File: src/rtl/au_gray2bin_iter_pkg.sv
// Shared types and helpers for the iterative Gray-to-binary converter.
// Optional macro: AU_GRAY2BIN_ITER_BTB_EN (back-to-back accept in DONE).
package au_gray2bin_iter_pkg;

  typedef enum logic [1:0] {
    IDLE = 2'd0,
    BUSY = 2'd1,
    DONE = 2'd2
  } state_t;

  function automatic int clog2_min1(input int n);
    return (n <= 2) ? 1 : $clog2(n);
  endfunction

endpackage

File: src/rtl/au_gray2bin_slice.sv
// STEP-bit Gray-to-binary slice; cin is the binary bit just above the slice.
// Purely combinational prefix XOR, MSB first.
module au_gray2bin_slice #(
  parameter int STEP = 2
) (
  input  logic [STEP-1:0] g_s,
  input  logic            cin,
  output logic [STEP-1:0] b_s
);

  logic c;

  always_comb begin
    c   = cin;
    b_s = '0;
    for (int i = STEP - 1; i >= 0; i--) begin
      c      = c ^ g_s[i];
      b_s[i] = c;
    end
  end

endmodule

File: src/rtl/au_gray2bin_iter.sv
// Multi-cycle Gray-to-binary converter, STEP bits per cycle, MSB first.
// Optional macro: AU_GRAY2BIN_ITER_BTB_EN (accept in DONE when out_ready).
module au_gray2bin_iter
  import au_gray2bin_iter_pkg::*;
#(
  parameter int WIDTH = 8,
  parameter int STEP  = 2
) (
  input  logic             clk,
  input  logic             rst_n,
  input  logic             in_valid,
  output logic             in_ready,
  input  logic [WIDTH-1:0] g,
  output logic             out_valid,
  input  logic             out_ready,
  output logic [WIDTH-1:0] b
);

  localparam int SDIV  = (STEP < 1) ? 1 : STEP;
  localparam int NSTEP = WIDTH / SDIV;
  localparam int CW    = clog2_min1(NSTEP);
  localparam logic [CW-1:0] LAST = CW'(NSTEP - 1);

  if (STEP < 1 || STEP > WIDTH || (WIDTH % SDIV) != 0) begin : g_param_chk
    $error("au_gray2bin_iter: bad WIDTH/STEP");
  end

  state_t           state;
  state_t           state_nxt;
  logic [CW-1:0]    cnt;
  logic             carry;
  logic [WIDTH-1:0] opr;
  logic [WIDTH-1:0] b_q;
  logic [STEP-1:0]  b_s;
  logic             accept;
  logic             xfer;
  logic             last;

  assign accept = in_valid & in_ready;
  assign xfer   = out_valid & out_ready;
  assign last   = (cnt == LAST);
  assign b      = b_q;

  au_gray2bin_slice #(
    .STEP(STEP)
  ) u_slice (
    .g_s(opr[WIDTH-1 -: STEP]),
    .cin(carry),
    .b_s(b_s)
  );

  always_ff @(posedge clk or negedge rst_n) begin
    if (!rst_n) state <= IDLE;
    else        state <= state_nxt;
  end

  always_comb begin
    state_nxt = state;
    unique case (state)
      IDLE:    if (accept) state_nxt = BUSY;
      BUSY:    if (last) state_nxt = DONE;
      DONE:    if (xfer) state_nxt = accept ? BUSY : IDLE;
      default: state_nxt = IDLE;
    endcase
  end

  always_comb begin
    out_valid = (state == DONE);
`ifdef AU_GRAY2BIN_ITER_BTB_EN
    in_ready  = (state == IDLE) | ((state == DONE) & out_ready);
`else
    in_ready  = (state == IDLE);
`endif
  end

  // Result bits enter from the LSB side so the MSB slice ends up on top.
  always_ff @(posedge clk or negedge rst_n) begin
    if (!rst_n) begin
      opr   <= '0;
      b_q   <= '0;
      cnt   <= '0;
      carry <= 1'b0;
    end else if (accept) begin
      opr   <= g;
      cnt   <= '0;
      carry <= 1'b0;
    end else if (state == BUSY) begin
      opr   <= opr << STEP;
      b_q   <= (b_q << STEP) | WIDTH'(b_s);
      carry <= b_s[0];
      cnt   <= cnt + 1'b1;
    end
  end

endmodule

File: config.mk
export PLATFORM = sky130hd
export DESIGN_NAME = au_gray2bin_iter
export DESIGN_NICKNAME = d
export VERILOG_FILES = /design/src/rtl/au_gray2bin_iter_pkg.sv /design/src/rtl/au_gray2bin_slice.sv /design/src/rtl/au_gray2bin_iter.sv
export SDC_FILE = /design/constraint.sdc
export NUM_CORES = 1
export LEC_CHECK = 0
export CAP_MARGIN = 40
export CORE_ASPECT_RATIO = 0.6
export CORE_MARGIN = 2
export CORE_UTILIZATION = 43
export DETAILED_ROUTE_END_ITERATION = 6
export GPL_TIMING_DRIVEN = 0
export PLACE_DENSITY = 0.68
export SYNTH_ARGS = -nofsm -noshare
export SYNTH_HDL_FRONTEND = slang
export SYNTH_SLANG_ARGS = --single-unit
File: constraint.sdc
create_clock -name clk -period 1.53 [get_ports clk]
set_input_delay 0.459 -clock clk [delete_from_list [all_inputs] [get_ports clk]]
set_output_delay 0.459 -clock clk [all_outputs]
set_load 0.01 [all_outputs]
Word-level counts from Yosys, hierarchy flattened

Cells that the tools add are included.
W data, S select, Z words.

Output and inout bits: 10
Bits in registers: 21
Input bits: 12
Logic and storage cells: 33

Bitwise logic cells: 6
Reduce and logical (&&, ||, !) cells: 4
Mux-type cells: 11
Equal/unequal tests: 6
Add/subtract/negate cells: 1

Operators with widths:

| cell                  | number |
|---|---|
| $mux W8               | 2 |
| $mux W2               | 5 |
| $or A8 B2 Y8          | 1 |
| $pmux W2 S3           | 1 |
| $eq A2 B2 Y1 const B  | 2 |
| $ne A2 B1 Y1 const B  | 2 |
| $mux W1               | 3 |
| $reduce_and A3 Y1     | 1 |
| $add A2 B1 Y2 const B | 1 |
| $and A1 B1 Y1         | 2 |
| $eq A2 B1 Y1 const B  | 1 |
| $logic_not A2 Y1      | 1 |
| $ne A2 B2 Y1 const B  | 1 |
| $reduce_and A2 Y1     | 1 |
| $reduce_bool A2 Y1    | 1 |
| $xor A1 B1 Y1         | 2 |
| $not A1 Y1            | 1 |

Logic depth before layout (Yosys ltp)

Word-level depth: 5
Gate-level depth with buffers: 4
Depth with buffers taken out: 4

Modules after synthesis

Synthesis repeated with hierarchy kept, for this count alone.

Cells, all modules: 70
Area total of the unflattened synthesis: 978.4 sq um

Modules (own cells, without submodules):

| module            | times used | area each (sq um) | seq. area each (sq um) | cells each |
|---|---|---|---|---|
| au_gray2bin_iter  | 1          | 938.4             | 525.5                  | 67 |
| au_gray2bin_slice | 1          | 40.0              | 0.0                    | 3 |

Least setup slack after synthesis

OpenSTA, ideal clock, no wires.

Kind: reg-to-output
Start point: register state[1]
End point: output out_valid
Path buffers: 1
Setup slack: 0.309 ns
Arrival time: 0.762 ns
Required time: 1.071 ns
Cell stages (with the launch flop): 3
Path through: dfrtp_1 buf_2 nor2b_1

Word-level cells in the longest chain between the ends: 1

Ends and longest elaborated chain:

| item                   | line                   | source |
|---|---|---|
| start, declared        | au_gray2bin_iter.sv:28 | `state_t state;` |
| start signal, assigned | au_gray2bin_iter.sv:54 | `else state <= state_nxt;` |
| $eq A2 B2 Y1           | au_gray2bin_iter.sv:68 | `out_valid = (state == DONE);` |
| end, declared          | au_gray2bin_iter.sv:14 | `output logic out_valid,` |

Every way passes these cells.

Worst setup path in the final report

Start point: register state[0]
End point: output out_valid

The elaborated chain is that of the path after synthesis.

==> metrics.csv <==
metric,value,unit
max_freq,0.661,GHz
cts_tree,done,
path_class,flop to output port,
grt_pass1_vias,733,
fin_util,62.3,%
ys_ff_latch,21,
hold_class,flop to flop,
placed_cells,148,
chipWidth,64.9,µm
whs,0.472,ns
grtUsageMet1,25.6,%
die_y,40.5,µm
area_growth,38.9,%
drtIter0Drc,52,
syn_area,956,µm²
use_met2,29.1,%
synth_most_common_cell,nand2_1,
cp.arrival,1.05,ns
ioPinCount,22,
syn_nets,109,
min_period_over_period,98.8,%
grt_setup_unrepaired,true,
numCtsBuffers,3,
fin_crit,1.51,ns
final_cells,159,
cp_slowest_cell,dfrtp_1,
internal_power,1640,µW
power.total,2660,µW
numPortBuffers,21,
cts-root-buf,clkbuf_8,
cts.hold.buffers_added,0,
multi_input_area,413,µm²
worstMarginPinSlew,0.491,ns
required,1.07,ns
wl_per_cell,14.3,µm
max_stage_delay,0.41,ns
cts_buffer_depth,2,
synth_top_cell_area_share,55.0,%
grt_overflow,0,
hold_viol,0,
cts_htree_levels,1,
regArea,526,µm²
worstPathCellList,buf_6 > nor2b_4 > buf_6,
drive_gt1_share,17.8,%
cts_sinks,21,
ir_drop,718,µV
async_reset_ff_share,100,%
cts.reportedPaths.clkPinSlew,0.07,ns
place_ws,-0.381,ns
seq_area_frac_synth,55.0,%
dp_hpwl,1530,µm
crit_fanout,3,
skew,0.000984,ns
crit_family,flip-flops,
finalSetupViolCount,0,
cp_common_cell,buf_6,
core-area,2130,µm²
critPathLaunchType,flop,
fin_ws,0.0181,ns
post-route-drc-count,0,
critPathCaptureType,output port,
p_sw,1010,µW
postSynthCellCount,96,
syn_area_per_cell,9.96,µm²
use_met3,4.21,%
grt_pass1_wl,3510,µm
synth_edf_count,0,
status,completed,
num_vias,826,
synth.area.top_cells,"dfrtp_1, nand2_1, a22oi_1",
grt_max_degree,13,
p_per_area,2000,nW/µm²
start_util,44.9,%
n_antenna_cell,0,
fill_cells,184,
ys_top_cells_by_count,"nand2_1, dfrtp_1, a21oi_1, a22oi_1, o21ai_1",
relSlewSlack,67.2,%
pwr-share-seq,37.4,%
wirelength,2270,µm
nNetsFinal,143,
synth.largest_area_cell,dfrtp_1,
antenna_found_initial,0,
first_pass_iters,4,
ys.warnings.count,0,
grt_busiest_layer,met2,
power_frac_clock,13.6,%
gp_congestion,0.744,
clk-insertion-delay-late,0.26,ns
p_comb_share,48.9,%
rows,13,
synth_cell_types,22,
viasPerCell,5.19,
power_switching_share,38.2,%
grtUsageTotal,19.2,%
ys.flop_type,dfrtp_1,
drv_slew,0,
maxCapViolations,0,
ant_nets,0,
crit_buf_inv,2,
dieArea,2630,µm²
leakagePower,0.000645,µW
[path summary, 6_finish.rpt]
path                           from        end  slack, ns  depth (start not counted)
min in group asynchronous     rst_n     opr[3]       0.52                          1
hold reg to reg                b[7]       b[7]       0.47                          2
setup reg to reg           state[1]     cnt[1]       0.09                          5
max in group asynchronous     rst_n       b[3]       0.56                          2
hold / removal                 b[7]       b[7]       0.47                          2
setup / recovery           state[0]  out_valid       0.02                          3
[stage by stage]
stage               cell area, µm²  setup TNS [ns]
global placement              1200           -4.90
detailed placement            1220           -2.90
finish                        1330               0
floorplan                      956               0
CTS                           1280               0
global route                  1330         -0.0190
[metal layers]
metal / share of wire, % / up-vias
met5: 0 / -
met3: 3.9 / 7
met4: 2.4 / 0
met1: 48 / 403
li1: - / 396
met2: 46 / 20
[registers in the layout, indices dropped and copies added (netlist names)]
name and cells:
state 2, opr 8, carry 1, cnt 2
b 8
[placed cells by master (no fill, tap or decap), types with 2 or more instances in the layout]
master            n
nand2_1          22
dfrtp_1          21
clkdlybuf4s50_1  10
dlygate4sd2_1     9
a21oi_1           6
a22oi_1           6
o21ai_1           6
buf_4             6
buf_6             4
a22o_1            4
nor2b_1           4
buf_2             3
nand3_1           3
clkbuf_8          3
and2b_4           2
and2b_1           2
xnor2_1           2
o21ai_0           2
inv_1             2
[area by class of cell]
class	count	area share, %
Inverter	2	0.566
Buffer	4	2.45
Clock buffer	4	3.39
Tap cell	30	2.83
Timing Repair Buffer	29	20.1
Sequential cell	21	39.6
Multi-Input combinational cell	69	31.1
[timing repair]
action                                  in CTS  in global routing
pin swaps                                    0                  0
endpoints found under the setup margin      12                  2
resized for setup                           24                  2
buffers inserted                             2                  5
[tightest hold or removal path, stage by stage, from the launching register on]
cell     delay (ns)
dfrtp_1        0.34
nand2_1        0.05
nand2_1        0.06
[cell families (layout without fill, tap and decap cells)]
group | after synthesis | count (layout) | share of synthesized area (%)
compound gates | 26 | 26 | 17.8
xor+xnor | 2 | 2 | 1.83
fa+ha+maj | 1 | 1 | 1.31
buf+inv | 6 | 39 | 2.88
flops | 21 | 21 | 55.0
mux | 1 | 1 | 1.05
simple gates | 39 | 39 | 20.2
[power by group through the flow]
stage	Clock [µW]	Sequential, µW	Combinational, µW
final	362	995	1300
after CTS	372	988	1190
after floorplan	0	1000	718
after global routing	402	1030	1450
after global placement	0	986	1150
after detailed placement	0	1000	1180
Note: power is estimated with default switching activity, not from simulation.
